## src/rtl/matrix_pkg.sv

```systemverilog
// Shared definitions for the LED-matrix pattern engine: operating modes and
// the XNOR LFSR tap table.
package matrix_pkg;

  localparam int unsigned MODE_W     = 2;
  localparam int unsigned LFSR_MAX_W = 256;

  typedef enum logic [MODE_W-1:0] {
    MODE_RUN    = 2'b00,
    MODE_FREEZE = 2'b01,
    MODE_STEP   = 2'b10,
    MODE_LOAD   = 2'b11
  } mode_e;

  // Builds a mask from up to four 1-based tap positions; 0 means unused.
  function automatic logic [LFSR_MAX_W-1:0] tap_mask(input int unsigned a, input int unsigned b,
                                                     input int unsigned c, input int unsigned d);
    logic [LFSR_MAX_W-1:0] m;
    m = '0;
    if (a != 0) m[8'(a - 1)] = 1'b1;
    if (b != 0) m[8'(b - 1)] = 1'b1;
    if (c != 0) m[8'(c - 1)] = 1'b1;
    if (d != 0) m[8'(d - 1)] = 1'b1;
    return m;
  endfunction

  // Maximal-length XNOR taps; zero return marks an unsupported width.
  function automatic logic [LFSR_MAX_W-1:0] lfsr_taps(input int unsigned width);
    case (width)
      4:       return tap_mask(4, 3, 0, 0);
      6:       return tap_mask(6, 5, 0, 0);
      8:       return tap_mask(8, 6, 5, 4);
      9:       return tap_mask(9, 5, 0, 0);
      10:      return tap_mask(10, 7, 0, 0);
      12:      return tap_mask(12, 6, 4, 1);
      14:      return tap_mask(14, 5, 3, 1);
      15:      return tap_mask(15, 14, 0, 0);
      16:      return tap_mask(16, 15, 13, 4);
      18:      return tap_mask(18, 11, 0, 0);
      20:      return tap_mask(20, 17, 0, 0);
      21:      return tap_mask(21, 19, 0, 0);
      22:      return tap_mask(22, 21, 0, 0);
      24:      return tap_mask(24, 23, 22, 17);
      25:      return tap_mask(25, 22, 0, 0);
      26:      return tap_mask(26, 6, 2, 1);
      27:      return tap_mask(27, 5, 2, 1);
      28:      return tap_mask(28, 25, 0, 0);
      30:      return tap_mask(30, 6, 4, 1);
      32:      return tap_mask(32, 22, 2, 1);
      33:      return tap_mask(33, 20, 0, 0);
      35:      return tap_mask(35, 33, 0, 0);
      36:      return tap_mask(36, 25, 0, 0);
      39:      return tap_mask(39, 35, 0, 0);
      40:      return tap_mask(40, 38, 21, 19);
      42:      return tap_mask(42, 41, 20, 19);
      44:      return tap_mask(44, 43, 18, 17);
      45:      return tap_mask(45, 44, 42, 41);
      48:      return tap_mask(48, 47, 21, 20);
      49:      return tap_mask(49, 40, 0, 0);
      50:      return tap_mask(50, 49, 24, 23);
      52:      return tap_mask(52, 49, 0, 0);
      54:      return tap_mask(54, 53, 18, 17);
      55:      return tap_mask(55, 31, 0, 0);
      56:      return tap_mask(56, 55, 35, 34);
      60:      return tap_mask(60, 59, 0, 0);
      63:      return tap_mask(63, 62, 0, 0);
      64:      return tap_mask(64, 63, 61, 60);
      72:      return tap_mask(72, 66, 25, 19);
      80:      return tap_mask(80, 79, 43, 42);
      96:      return tap_mask(96, 94, 49, 47);
      100:     return tap_mask(100, 63, 0, 0);
      112:     return tap_mask(112, 110, 69, 67);
      128:     return tap_mask(128, 126, 101, 99);
      144:     return tap_mask(144, 143, 75, 74);
      256:     return tap_mask(256, 254, 251, 246);
      default: return '0;
    endcase
  endfunction

endpackage

```

## src/rtl/lfsr_core.sv

```systemverilog
// Fibonacci XNOR LFSR with seed load and a one-cycle pulse when an advance
// lands back on the loaded seed.
module lfsr_core
  import matrix_pkg::*;
#(
  parameter int unsigned N = 16
) (
  input  logic         CLK,
  input  logic         RST_N,
  input  logic         step_en,
  input  logic         load_en,
  input  logic [N-1:0] seed_data,
  output logic [N-1:0] state,
  output logic         done
);

  localparam logic [N-1:0] TAPS = N'(lfsr_taps(N));

  if (N < 4 || N > LFSR_MAX_W || TAPS == '0) begin : g_bad_width
    $error("lfsr_core: no tap entry for width %0d", N);
  end

  logic [N-1:0] seed_q;
  logic [N-1:0] next_c;
  logic [N-1:0] load_val_c;

  // All-ones is the XNOR lockup state, so it is replaced by all-zeros.
  assign next_c     = {state[N-2:0], ~^(state & TAPS)};
  assign load_val_c = (&seed_data) ? '0 : seed_data;

  always_ff @(posedge CLK or negedge RST_N) begin
    if (!RST_N) begin
      state  <= '0;
      seed_q <= '0;
      done   <= 1'b0;
    end else begin
      done <= 1'b0;
      if (load_en) begin
        state  <= load_val_c;
        seed_q <= load_val_c;
      end else if (step_en) begin
        state <= next_c;
        done  <= (next_c == seed_q);
      end
    end
  end

endmodule

```

## src/rtl/lfsr_matrix_scanner.sv

```systemverilog
// ROWS x COLS LED-matrix pattern engine: prescaled LFSR pattern, frame latch
// updated only at frame wrap, and a row scanner driving registered outputs.
module lfsr_matrix_scanner
  import matrix_pkg::*;
#(
  parameter int unsigned ROWS       = 8,
  parameter int unsigned COLS       = 8,
  parameter int unsigned SCAN_DIV   = 16,
  parameter int unsigned STEP_DIV   = 21,
  parameter bit          COL_ACT_LO = 1'b1
) (
  input  logic                   CLK,
  input  logic                   RST_N,
  input  logic [MODE_W-1:0]      mode,
  input  logic                   step_req,
  input  logic                   seed_valid,
  input  logic [ROWS*COLS-1:0]   seed_data,
  input  logic                   blank,
  output logic [ROWS-1:0]        rows,
  output logic [COLS-1:0]        columns,
  output logic                   frame_start,
  output logic                   lfsr_done,
  output logic                   led_step
);

  localparam int unsigned N      = ROWS * COLS;
  localparam int unsigned RIDX_W = $clog2(ROWS);

  if (ROWS < 2 || ROWS > 16 || COLS < 2 || COLS > 16 ||
      SCAN_DIV < 1 || STEP_DIV < SCAN_DIV) begin : g_bad_param
    $error("lfsr_matrix_scanner: unsupported parameter combination");
  end

  logic [STEP_DIV-1:0] presc_q;
  logic [RIDX_W-1:0]   row_q;
  logic                primed_q;
  logic [N-1:0]        frame_q;
  logic [N-1:0]        lfsr_state;
  logic                scan_tick_c;
  logic                step_tick_c;
  logic                wrap_c;
  logic                step_en_c;
  logic                load_en_c;
  logic [COLS-1:0]     row_cols_c;

  assign scan_tick_c = &presc_q[SCAN_DIV-1:0];
  assign step_tick_c = &presc_q;
  assign wrap_c      = (row_q == RIDX_W'(ROWS - 1));
  assign row_cols_c  = COLS'(frame_q >> (row_q * COLS));

  // Mode decode: only one LFSR event per cycle, STEP ignores the step tick.
  always_comb begin
    step_en_c = 1'b0;
    load_en_c = 1'b0;
    case (mode_e'(mode))
      MODE_RUN:    step_en_c = step_tick_c;
      MODE_FREEZE: step_en_c = 1'b0;
      MODE_STEP:   step_en_c = step_req;
      MODE_LOAD:   load_en_c = seed_valid;
      default:     step_en_c = 1'b0;
    endcase
  end

  lfsr_core #(.N(N)) u_lfsr (
    .CLK       (CLK),
    .RST_N     (RST_N),
    .step_en   (step_en_c),
    .load_en   (load_en_c),
    .seed_data (seed_data),
    .state     (lfsr_state),
    .done      (lfsr_done)
  );

  // Prescaler, row scanner and tear-free frame latch.
  always_ff @(posedge CLK or negedge RST_N) begin
    if (!RST_N) begin
      presc_q  <= '0;
      row_q    <= '0;
      primed_q <= 1'b0;
      frame_q  <= '0;
    end else begin
      presc_q <= presc_q + 1'b1;
      if (scan_tick_c) begin
        row_q    <= wrap_c ? '0 : row_q + 1'b1;
        primed_q <= 1'b1;
        if (wrap_c || !primed_q) frame_q <= lfsr_state;
      end
    end
  end

  // Output registers lag the row index by one cycle.
  always_ff @(posedge CLK or negedge RST_N) begin
    if (!RST_N) begin
      rows        <= '0;
      columns     <= {COLS{COL_ACT_LO}};
      frame_start <= 1'b0;
      led_step    <= 1'b0;
    end else begin
      rows        <= blank ? '0 : (ROWS'(1) << row_q);
      columns     <= row_cols_c ^ {COLS{COL_ACT_LO}};
      frame_start <= scan_tick_c && wrap_c;
      led_step    <= led_step ^ step_en_c;
    end
  end

endmodule

```

## config.mk

```make
export PLATFORM = sky130hd
export DESIGN_NAME = lfsr_matrix_scanner
export DESIGN_NICKNAME = d
export VERILOG_FILES = /design/src/rtl/matrix_pkg.sv /design/src/rtl/lfsr_core.sv /design/src/rtl/lfsr_matrix_scanner.sv
export SDC_FILE = /design/constraint.sdc
export NUM_CORES = 1
export LEC_CHECK = 0
export BUFFER_PORTS_ARGS = -buffer_cell sky130_fd_sc_hd__buf_4
export CAP_MARGIN = 10
export CORE_MARGIN = 2
export CORE_UTILIZATION = 54
export CTS_CLUSTER_SIZE = 10
export DETAILED_ROUTE_END_ITERATION = 7
export PLACE_DENSITY = 0.86
export SYNTH_ARGS = -nofsm -noshare
export SYNTH_HDL_FRONTEND = slang
export SYNTH_SLANG_ARGS = --single-unit
```

## constraint.sdc

```tcl
create_clock -name CLK -period 1.98 [get_ports CLK]
set_input_delay 0 -clock CLK [delete_from_list [all_inputs] [get_ports CLK]]
set_output_delay 0 -clock CLK [all_outputs]
set_load 0.01 [all_outputs]
```

# Word-level counts from Yosys, hierarchy flattened
# Cells that the tools add are included.
dict set report word_totals {
  wordCells 40
  out_inout_bits 19
  mem_bits_ro 0
  reg_bits 236
  latchBits 0
  in_bits 71
  mem_bits_rw 0
  n_memories 0
}
dict set report classes {
  div 0
  n_mul 0
  mux 9
  n_bitwise 2
  n_addsub 2
  magnitude_cmp 0
  n_shift 2
  eq_ne 4
  n_reduce_logical 10
}
# operator count
set ops {}
lappend ops {{$mux 64} 3}
lappend ops {{$eq 64x64->1} 1}
lappend ops {{$reduce_and 64->1} 1}
lappend ops {{$reduce_xnor 64->1} 1}
lappend ops {{$shr 64x6->8} 1}
lappend ops {{$add 21x1->21 const B} 1}
lappend ops {{$reduce_and 21->1} 1}
lappend ops {{$reduce_and 17->1} 1}
lappend ops {{$reduce_and 16->1} 1}
lappend ops {{$mux 8} 1}
lappend ops {{$not 8->8} 1}
lappend ops {{$shl 1x3->8 const A} 1}
lappend ops {{$eq 2x2->1 const B} 2}
lappend ops {{$add 3x1->3 const B} 1}
lappend ops {{$eq 3x3->1 const B} 1}
lappend ops {{$mux 1} 3}
lappend ops {{$mux 3} 1}
lappend ops {{$logic_not 2->1} 1}
lappend ops {{$pmux 1 s2} 1}
lappend ops {{$reduce_bool 2->1} 1}
lappend ops {{$logic_and 1x1->1} 1}
lappend ops {{$logic_not 1->1} 1}
lappend ops {{$logic_or 1x1->1} 1}
lappend ops {{$xor 1x1->1} 1}

# Depth between registers and ports, before layout
# Gate-level depths: netlist (run 1).
dict set report depth {
  depth_word 4
  depth_mapped 8
}

# Cells and area by module
# Synthesis (run 1) repeated with hierarchy kept, for this count alone.
dict set report hier_totals {
  hier_cells 894
  hier_area_um2 10800.4
}
# mod seq_area_each_um2 area_per_inst_um2 cells_per_inst instances
set by_module_without_submodules {}
lappend by_module_without_submodules {lfsr_core 3228.1 5998.3 595 1}
lappend by_module_without_submodules {lfsr_matrix_scanner 2687.6 4802.1 299 1}

# Least setup slack after synthesis (run 1)
# No wires, ideal clock.
dict set report synth_path {
  path_type {register to register}
  start {register presc_q[0]}
  end {register frame_q[0]}
  arrival_ns 2.000
  t_required_ns 1.855
  slack_ns -0.145
  path_stages_with_launch 8
  setup_ns 0.125
  path_cell_list {dfrtp_1 > ha_1 > nand3_1 > nor3_2 > nand3_2 > a21oi_4 > buf_6 > mux2_2}
}
dict set report synth_between {
  elab_chain_cells 1
}
# item line
set synth_rtl {}
lappend synth_rtl {{start, declared} lfsr_matrix_scanner.sv:34} ;# logic [STEP_DIV-1:0] presc_q;
lappend synth_rtl {{start signal, assigned} lfsr_matrix_scanner.sv:82} ;# presc_q <= presc_q + 1'b1;
lappend synth_rtl {{$reduce_and 17->1 (no source line)} n/a}
lappend synth_rtl {{end signal, assigned} lfsr_matrix_scanner.sv:86} ;# if (wrap_c || !primed_q) frame_q <= lfsr_state;
lappend synth_rtl {{end, declared} lfsr_matrix_scanner.sv:37} ;# logic [N-1:0] frame_q;
# Every way passes these cells.
# A chain may end at the register's enable or synchronous reset.

# Final worst setup path (run 1)
dict set report layout_path {
  start {register presc_q[1]}
  end {register frame_q[47]}
}
# The elaborated chain is that of the path after synthesis.

==> flow_summary.json, run 1 <==
{
  "numPortBuffers": 89,
  "drt_iter0_drc": 991,
  "layout.cells.most_common": "dfrtp_1",
  "synth.area.mux_share_pct": 11.25,
  "grt_start_max_net_pins": 76,
  "worst-r2r-cell-count": 8,
  "root_buffer": "clkbuf_16",
  "place.gp.congestion": 0.9353,
  "syn-num-nets": 841,
  "clockBufferDepth": 3,
  "cp_cell_sequence": "ha_2 -> nand3_2 -> nor3_4 -> nand3_4 -> a21oi_4 -> buf_4 -> buf_12 -> mux2_2",
  "via_per_inst": 6.350,
  "critPathBufInv": 2,
  "maxSlewViolCount": 0,
  "synthAdderAreaFrac_pct": 0.8404,
  "first_pass_iters": 8,
  "synth_top_family_by_area": "compound AO/OA/AOI/OAI gates",
  "fillers": 1172,
  "ctsHtreeMaxLevel": 1,
  "final.setup_skew_ns": 0.02093,
  "criticalPathCategory": "reg2reg",
  "final_cell_mix": "dfrtp_1 (228), buf_4 (142), dlygate4sd3_1 (66)",
  "rsz0062_at_grt": "true",
  "crit_path_top_delay_cell": "mux2_2",
  "ir_drop_v": 0.0006232,
  "drv_cap": 0,
  "synth_compound_area_share_pct": 12.11,
  "netlist_instances": 763,
  "period_share_pct": 97.98,
  "worst_setup_path_end_kind": "flop",
  "ys.flop_type": "dfrtp_1",
  "yosysWarnings": 0,
  "timing.fmax_mhz": 515.4,
  "period_needed_ns": 1.940,
  "ys_seq_area_share_pct": 56.77,
  "rr_endpoint": "frame_q[47]",
  "synth-edff-count": 0,
  "regToRegSetupSlack_ns": 0.04,
  "finalHoldViolations": 0,
  "cp-start-kind": "flop",
  "vias": 7988,
  "setup_violations": 0,
  "hold_class": "in2async",
  "slowest_delay_ns": 0.37,
  "worstSkewPairLatency_ns": 0.53,
  "hold_ws_ns": 0.05161,
  "drive_gt1_share_pct": 28.94,
  "seqCellArea_sq_um": 5916,
  "synth.distinct_cells": 40,
  "yosys.area_share.xor_xnor_pct": 7.312,
  "power.density_nw_per_um2": 913.6,
  "status": "finished with violations",
  "grt_pass1_vias": 8175,
  "crit_required_ns": 2.37,
  "area_growth_pct": 29.15,
  "core_sq_um": 18830,
  "start_util_pct": 55.34,
  "numCtsBuffers": 27,
  "postRouteWirelength_microns": 31660,
  "ys_ff_latch": 236,
  "routedWlPerCell_microns": 25.17,
  "cp.depth": 8,
  "grt.total_usage_pct": 30.39,
  "avgSynthCellArea_sq_um": 13.66,
  "slew_headroom_pct": 61.12,
  "dieArea_sq_um": 20430,
  "grt_pass1_wl_microns": 46900,
  "ioPinCount": 90,
  "cts.sinks": 236,
  "drc_errors": 1,
  "overflow": 0,
  "num-nets-final": 1054,
  "crit_family": "simple AND/OR/NAND/NOR gates",
  "synth-simple-area-share_pct": 9.353,
  "chipWidth_microns": 142.9,
  "rows": 50,
  "postRouteAntennaNets": 0,
  "cp_max_fo": 20,
  "async_reset_ff_share_pct": 100.0,
  "cts_tree": "done",
  "antenna_found_initial": 1,
  "hpwl_microns": 19530,
  "crit_arrival_ns": 2.33,
  "worst_slew_pin_slew_ns": 0.5832,
  "r2r_start": "presc_q[1]",
  "p_leak_nw": 6.118,
  "multi_input_area_sq_um": 4318,
  "synthesis.area_sq_um": 10420,
  "path_clk_slew_ns": 0.06,
  "finalSetupTns_ns": 0,
  "violations": "design-rule violations",
  "fp.dieH_microns": 142.9
}
-- worst reg2reg max path, cell delays in order, from the launching register on --
cell     delay (ns)
dfrtp_1        0.35
ha_2           0.21
nand3_2        0.11
nor3_4         0.17
nand3_4        0.10
a21oi_4        0.18
buf_4          0.16
buf_12         0.16
mux2_2         0.38
-- cell usage after synthesis, types with 2 or more instances --
| library cell | n | area, sq um |
|---|---|---|
| nand3_2 | 2 | 20.02 |
| and3_1 | 2 | 12.51 |
| a221o_1 | 63 | 630.6 |
| mux4_2 | 16 | 360.4 |
| o21ai_0 | 3 | 15.01 |
| nor4_1 | 12 | 75.07 |
| buf_2 | 2 | 10.01 |
| mux2_1 | 5 | 56.30 |
| nand4_1 | 31 | 193.9 |
| xnor2_1 | 59 | 516.8 |
| a22o_1 | 64 | 560.5 |
| buf_1 | 3 | 11.26 |
| clkbuf_1 | 32 | 120.1 |
| nor2_1 | 8 | 30.03 |
| and4_1 | 4 | 35.03 |
| xor2_1 | 28 | 245.2 |
| nand3_1 | 12 | 60.06 |
| nand2_1 | 9 | 33.78 |
| dfstp_2 | 8 | 210.2 |
| nor2b_1 | 65 | 406.6 |
| mux2i_1 | 8 | 80.08 |
| ha_1 | 7 | 87.58 |
| inv_1 | 6 | 22.52 |
| buf_6 | 7 | 78.83 |
| dfrtp_1 | 228 | 5705 |
| mux2_2 | 60 | 675.7 |
| and2_1 | 6 | 37.54 |
-- how the worst max path moves through the flow --
stage / startpoint / endpoint / slack [ns]
floorplan: presc_q[0] / frame_q[0] / 0.002
global placement: presc_q[18] / u_lfsr.state[18] / -0.02
detailed placement: presc_q[18] / u_lfsr.state[52] / -0.08
CTS: presc_q[18] / u_lfsr.state[39] / 0.0008
global route: presc_q[1] / frame_q[55] / -0.04
finish: presc_q[1] / frame_q[47] / 0.04
-- cells by family (layout without fill, tap and decap cells) --
group | count (synthesis) | in the layout
AND/OR/NAND/NOR | 158 | 158
AO/OA/AOI/OAI | 135 | 135
other | 0 | 3
XOR/XNOR | 87 | 87
flip-flops | 236 | 236
adder cells (fa/ha/maj) | 7 | 7
multiplexers | 89 | 89
buffers and inverters | 51 | 283
-- routing by layer --
metal	share of wire, %	track usage, %	vias to the layer above
met5	0	0	-
met4	5.4	13.03	0
met1	36	41.02	4020
met2	47	47.77	543
li1	-	-	3297
met3	11	6.774	128
-- stage by stage --
step	cell area [sq um]	util, %	setup slack [ns]	std cells	total power, mW
CTS	13280	70.50	0.0007843	1245	12.18
global route	13450	71.44	-0.03552	1255	12.68
global placement	11840	62.86	-0.01712	1131	7.594
floorplan	10440	-	0.001949	763	6.717
detailed placement	11840	62.86	-0.08157	1131	7.664
finish	13460	71.48	0.03990	1258	12.30
-- layout make-up --
type	count	share of cell area, %
Timing Repair Buffer	228	15.62
Antenna cell	3	0.05578
Sequential cell	236	43.95
Tap cell	260	2.417
Clock buffer	48	5.680
Multi-Input combinational cell	476	32.08
Inverter	7	0.1952
-- flip-flops by register name, summed over array words and instances (netlist names) --
name,count
rows,8
led_step,1
frame_start,1
row_q,3
u_lfsr.done,1
u_lfsr.seed_q,64
presc_q,21
u_lfsr.state,64
primed_q,1
frame_q,64
columns,8
-- timing repair --
action,4_1_cts,5_1_grt
hold endpoints to repair,362,0
gates resized for setup,3,10
endpoints found under the setup margin,27,119
pin swaps,0,0
setup buffers,0,5
cloned,0,5
hold buffers,66,0
-- power breakdown --
| part | total, mW | leakage (nW) | internal [mW] | switching, mW |
|---|---|---|---|---|
| logic | 2.03 | 2.68 | 1.07 | 0.966 |
| registers | 5.81 | 3.07 | 5.29 | 0.513 |
| clock network | 4.46 | 0.364 | 2.57 | 1.89 |
No activity file was read; power rests on OpenSTA's default activity.
==> run 2: changes to the inputs <==
SYNTH_HIERARCHICAL = 1   (was not set)
==> run 2 against run 1 <==
  * Worst hold slack better by 0.034 ns
  * Clock-buffer cell count is 10 lower
  * Sequential power is 4.1% higher
  * First-iteration DRC count is 3.1% lower
  * Global-route usage is 0.12 points lower
  * Critical path depth stayed put
  * Highest routed layer unchanged
  * Routed wire length is 4.1% higher
  * The flow finishes with violations (negative setup slack)
  * Core utilization is 0.43 points higher
  * Design area is 4.3% higher
  * Flip-flop and latch count stayed put
  * Register-to-register slack worse by 0.33 ns
  * Via count is 5.0% higher
==> flow_summary.json, run 2 <==
{
  "worst_setup_path_end_kind": "flop",
  "cts_tree": "done",
  "crit_path_top_delay_cell": "dfrtp_1",
  "fp.dieH_microns": 145.4,
  "ys_seq_area_share_pct": 54.77,
  "area_growth_pct": 30.00,
  "ys_ff_latch": 236,
  "use_met1_pct": 37.99,
  "maxSlewViolCount": 0,
  "power_mw": 12.90,
  "grt_util_met2_pct": 50.62,
  "rows": 51,
  "numCtsBuffers": 28,
  "grt_pass1_vias": 8676,
  "overflow": 0,
  "synth_area_leaders": "dfrtp_1 (53%), mux2_4 (8.3%), mux2i_1 (6.3%)",
  "start_util_pct": 55.31,
  "final_cell_mix": "dfrtp_1 (228), buf_4 (130), o21ai_1 (123)",
  "timing.fmax_mhz": 440.0,
  "ys.flop_type": "dfrtp_1",
  "slew_headroom_pct": 59.07,
  "synth_top_area_share_pct": 52.83,
  "cts.sinks": 236,
  "ctsHtreeMaxLevel": 1,
  "finalHoldViolations": 0,
  "cp_cell_sequence": "ha_2 -> and3_4 -> and4bb_2 -> a32o_4 -> buf_4 -> bufbuf_16 -> mux2i_1 -> o21ai_1",
  "busiest_layer": "met2",
  "root_buffer": "clkbuf_16",
  "core_sq_um": 19530,
  "postRouteAntennaNets": 0,
  "crit_arrival_ns": 2.66,
  "rsz0062_at_grt": "true",
  "first_pass_iters": 6,
  "avgSynthCellArea_sq_um": 12.08,
  "synthesis.area_sq_um": 10800,
  "layout_setup_ws_ns": -0.2928,
  "place.gp.congestion": 0.8867,
  "period_share_pct": 114.8,
  "async_reset_ff_share_pct": 100.0,
  "cp_max_fo": 10,
  "finalSetupTns_ns": -20.06,
  "antenna_found_initial": 0,
  "num-nets-final": 1185,
  "hpwl_microns": 19640,
  "synth-edff-count": 0,
  "layout.cells.most_common": "dfrtp_1",
  "diodes": 0,
  "vias": 8385,
  "via_per_inst": 6.063,
  "synth_common_cells": "dfrtp_1 (228), o21ai_1 (123), nand2_1 (72), inv_1 (69), mux2i_1 (68)",
  "dieArea_sq_um": 21150,
  "worstSkewPairLatency_ns": 0.55,
  "chipWidth_microns": 145.4,
  "drc_errors": 0,
  "reg_top3": "frame_q x64, u_lfsr/seed_q x64, u_lfsr/state x64",
  "fillers": 1156,
  "met3_usage_pct": 5.580,
  "final.setup_skew_ns": 0.02812,
  "ir_drop_v": 0.0006988,
  "syn-num-nets": 972,
  "grt.total_usage_pct": 30.27,
  "synth.most_common_cell": "dfrtp_1",
  "hold_class": "in2async",
  "path_clk_slew_ns": 0.06,
  "cp-start-kind": "flop",
  "netlist_instances": 894,
  "setup_violations": 129,
  "grt_pass1_wl_microns": 49600,
  "drv_cap": 0,
  "p_leak_nw": 6.670,
  "status": "finished with violations",
  "slowest_delay_ns": 0.37,
  "criticalPathCategory": "reg2reg",
  "worst_slew_pin_slew_ns": 0.6084,
  "violations": "negative setup slack",
  "yosysWarnings": 6,
  "power.density_nw_per_um2": 919.0,
  "crit_required_ns": 2.37,
  "drive_gt1_share_pct": 26.92,
  "ioPinCount": 90,
  "drt_iter0_drc": 960,
  "synth_largest_area_cell": "dfrtp_1",
  "routedWlPerCell_microns": 23.83,
  "grt_start_max_net_pins": 96,
  "postRouteWirelength_microns": 32950,
  "numPortBuffers": 89,
  "period_needed_ns": 2.273,
  "synth.distinct_cells": 45,
  "worst-r2r-cell-count": 8,
  "clockBufferDepth": 3
}
[run 2: layer usage]
layer  vias up  part of all wire, %  routed length, microns
met5         -                    0                       0
met4         0                  6.3                    2069
met3       142                  9.0                    2957
met2       618                   48                   15890
met1      4120                   37                   12030
li1       3505                    -                       -
[run 2: through the flow]
step / hold WS (ns) / cell area (sq um) / setup slack [ns] / cells / util, %
2_1_floorplan: -0.2956 / 10820 / -0.3969 / 894 / -
3_3_place_gp: -0.05416 / 12120 / -0.1774 / 1258 / 62.09
3_5_place_dp: -0.05441 / 12120 / -0.2443 / 1258 / 62.09
4_1_cts: 0.07189 / 13820 / -0.2630 / 1374 / 70.79
5_1_grt: 0.1009 / 14040 / -0.4180 / 1383 / 71.91
6_report: 0.08562 / 14040 / -0.2928 / 1383 / 71.91
[run 2: worst paths after layout]
path / from / endpoint / slack [ns]
max: presc_q[0] / u_lfsr/state[18] / -0.29
min: RST_N / columns[3] / 0.09
max reg2reg: presc_q[0] / u_lfsr/state[18] / -0.29
min reg2reg: presc_q[20] / presc_q[20] / 0.48
max in group asynchronous: RST_N / u_lfsr/seed_q[1] / 1.46
min in group CLK: mode[0] / u_lfsr/state[59] / 0.10
[run 2: cell families (layout without fill, tap and decap cells)]
| logic type | Yosys count | after routing | synth area share (%) |
|---|---|---|---|
| buf+inv | 115 | 339 | 4.530 |
| flops | 236 | 236 | 54.77 |
| compound gates | 144 | 144 | 7.055 |
| mux | 148 | 148 | 18.40 |
| simple gates | 163 | 163 | 7.866 |
| fa+ha+maj | 7 | 7 | 0.8109 |
| xor+xnor | 81 | 81 | 6.569 |
[run 2: power by group]
group / internal, mW / total (mW) / switching [mW]
registers: 5.37 / 6.05 / 0.674
logic: 0.955 / 2.16 / 1.21
clock network: 2.73 / 4.70 / 1.96
total: 9.06 / 12.9 / 3.84
[run 2: worst max-delay path: cells and delay by family (launching register included)]
kind                     cells  cell delay, ns
flip-flops                   1            0.37
multiplexers                 1            0.21
buffers and inverters        2            0.59
adder cells (fa/ha/maj)      1            0.19
AO/OA/AOI/OAI                2            0.34
AND/OR/NAND/NOR              2            0.42
[run 2: what timing repair did]
| item | in CTS | in global routing |
|---|---|---|
| setup buffers | 4 | 7 |
| endpoints found under the setup margin | 81 | 129 |
| hold buffers | 67 | 0 |
| resized for setup | 14 | 24 |
| hold endpoints to repair | 372 | 0 |
| cloned | 4 | 4 |
| pin swaps | 1 | 1 |
[run 2: final cells by class]
type	instances	area, sq um	share of cell area [%]
well taps	265	331.6	2.361
clock inverters	3	55.05	0.3921
inverters	72	272.8	1.943
flip-flops and latches	236	5916	42.13
multi-input cells	543	4487	31.95
clock buffers	38	748.2	5.329
repair buffers	226	2231	15.89
==> run 3: changes to the inputs <==
BUFFER_PORTS_ARGS = -buffer_cell sky130_fd_sc_hd__buf_2   (was -buffer_cell sky130_fd_sc_hd__buf_4)
==> run 3 against run 2 <==
  * The flow still finishes with violations (negative setup slack)
  * Critical path depth unchanged
  * Register-to-register slack improved by 0.05 ns
  * Worst setup slack better by 0.049 ns
  * Core utilization down 2.1 points
  * Clock power down 6.6%
  * Flip-flop and latch count unchanged
  * Die area is the same
  * Non-clock buffer count is 10 lower
  * Clock skew is 0.0020 ns lower
  * First-iteration DRC count shrank 5.6%
  * Via count grew 0.44%
  * Design area fell by 3.0%
  * Critical endpoint is now u_lfsr/state[30]
  * Largest cell class unchanged
==> flow_summary.json, run 3 (same netlist as run 2, synthesis figures left out) <==
{
  "postRouteAntennaNets": 0,
  "ir_drop_v": 0.0007058,
  "routedWlPerCell_microns": 24.14,
  "slew_headroom_pct": 49.13,
  "clockBufferDepth": 3,
  "status": "finished with violations",
  "timing.fmax_mhz": 449.6,
  "power_mw": 12.58,
  "worst-r2r-cell-count": 8,
  "period_share_pct": 112.3,
  "worst_slew_pin_slew_ns": 0.7631,
  "numPortBuffers": 89,
  "cp-start-kind": "flop",
  "setup_violations": 88,
  "drive_gt1_share_pct": 25.95,
  "diodes": 0,
  "vias": 8422,
  "layout_setup_ws_ns": -0.2440,
  "grt.total_usage_pct": 30.79,
  "crit_required_ns": 2.37,
  "grt_pass1_wl_microns": 50450,
  "via_per_inst": 6.143,
  "start_util_pct": 55.31,
  "reg_top3": "frame_q x64, u_lfsr/seed_q x64, u_lfsr/state x64",
  "first_pass_iters": 6,
  "p_sw_share_pct": 30.29,
  "cts.sinks": 236,
  "fp.dieH_microns": 145.4,
  "drc_errors": 0,
  "path_clk_slew_ns": 0.06,
  "ctsHtreeMaxLevel": 1,
  "ioPinCount": 90,
  "rr_endpoint": "u_lfsr/state[30]",
  "drv_cap": 0,
  "cts_tree": "done",
  "criticalPathCategory": "reg2reg",
  "power.switching_mw": 3.811,
  "grt_start_max_net_pins": 72,
  "hold_class": "in2async",
  "worst_setup_path_end_kind": "flop",
  "numCtsBuffers": 27,
  "layout.cells.most_common": "dfrtp_1",
  "period_needed_ns": 2.224,
  "rsz0062_at_grt": "true",
  "crit_arrival_ns": 2.61,
  "rows": 51,
  "num-nets-final": 1174,
  "p_leak_nw": 6.477,
  "cp_max_fo": 11,
  "regToRegSetupSlack_ns": -0.24,
  "maxSlewViolCount": 0,
  "dieArea_sq_um": 21150,
  "finalHoldViolations": 0,
  "crit_family": "buffers and inverters",
  "cp_cell_sequence": "ha_2 -> and3_4 -> and4bb_1 -> a32o_4 -> buf_4 -> buf_16 -> mux2i_1 -> o21ai_1",
  "place.gp.congestion": 0.8670,
  "final.setup_skew_ns": 0.02616,
  "drt_iter0_drc": 906,
  "final_area_sq_um": 13630,
  "r2r_start": "presc_q[0]",
  "pwr-share-seq_pct": 48.2,
  "critPathBufInv": 2,
  "violations": "negative setup slack",
  "antenna_found_initial": 0,
  "power.density_nw_per_um2": 923.3,
  "combPwrFrac_pct": 16.9,
  "root_buffer": "clkbuf_16",
  "slowest_delay_ns": 0.37,
  "worstSkewPairLatency_ns": 0.55,
  "overflow": 0,
  "placed_area_sq_um": 11850,
  "finalSetupTns_ns": -9.340,
  "final_cell_mix": "dfrtp_1 (228), o21ai_1 (123), buf_2 (88)",
  "chipWidth_microns": 145.4,
  "crit_path_top_delay_cell": "dfrtp_1",
  "area_growth_pct": 26.16,
  "core_sq_um": 19530,
  "grt_pass1_vias": 8742,
  "final_core_util_pct": 69.78,
  "p_int_mw": 8.769,
  "p_clk_share_pct": 34.9,
  "postRouteWirelength_microns": 33100,
  "hpwl_microns": 19540
}
[run 3: cell types whose count changed in the layout (fill, tap and decap cells not counted), sizes merged]
cell / delta
clkinv: -1
clkbuf: +1
bufinv: -1
buf: -11
[run 3: worst max path at each step]
stage | startpoint | endpoint | slack (ns) | cells after the start
after global routing | presc_q[0] | u_lfsr/done | -0.32 | 9
final | presc_q[0] | u_lfsr/state[30] | -0.24 | 8
after floorplan | presc_q[0] | u_lfsr/done | -0.40 | 11
after global placement | presc_q[0] | u_lfsr/done | -0.18 | 9
after CTS | presc_q[0] | u_lfsr/done | -0.23 | 9
after detailed placement | presc_q[0] | u_lfsr/done | -0.26 | 9
[run 3: metal layers]
| metal | GRT usage [%] | vias to the layer above | share of wire, % |
|---|---|---|---|
| li1 | - | 3498 | - |
| met1 | 38.95 | 4121 | 36 |
| met2 | 50.31 | 645 | 48 |
| met3 | 6.865 | 158 | 10 |
| met4 | 15.64 | 0 | 6.3 |
| met5 | 0 | - | 0 |
[run 3: area by class of cell]
class,instances,area [sq um]
Inverter,72,272.8
Clock buffer,38,716.9
Clock inverter,1,20.02
Sequential cell,236,5916
Multi-Input combinational cell,543,4482
Timing Repair Buffer,216,1887
Tap cell,265,331.6
Fill cell,1205,5901
[run 3: power by group through the flow]
stage / logic, mW / registers, mW / clock network (mW)
global route: 2.23 / 6.12 / 4.65
floorplan: 1.10 / 5.88 / 0
finish: 2.13 / 6.07 / 4.39
global placement: 1.70 / 6.04 / 0
CTS: 1.98 / 6.02 / 4.38
detailed placement: 1.79 / 6.08 / 0
[run 3: repair_timing]
item                                    CTS  global route
endpoints found under the hold margin   369             0
endpoints found under the setup margin   55           129
setup buffers                             6             2
cloned                                    4             5
resized for setup                        17             5
pin swaps                                 1             0
hold buffers                             67             0
[run 3: stage by stage]
step	hold slack, ns	setup slack, ns	std cells
floorplan	-0.2956	-0.3969	894
global placement	-0.09824	-0.1766	1251
detailed placement	-0.09524	-0.2634	1251
CTS	0.05543	-0.2319	1367
global route	0.06848	-0.3204	1371
finish	0.02964	-0.2440	1371
[run 3: tightest hold or removal path, cell delays in order]
cell and delay [ns]:
dlygate4sd3_1 0.57, buf_8 0.15, buf_12 0.22
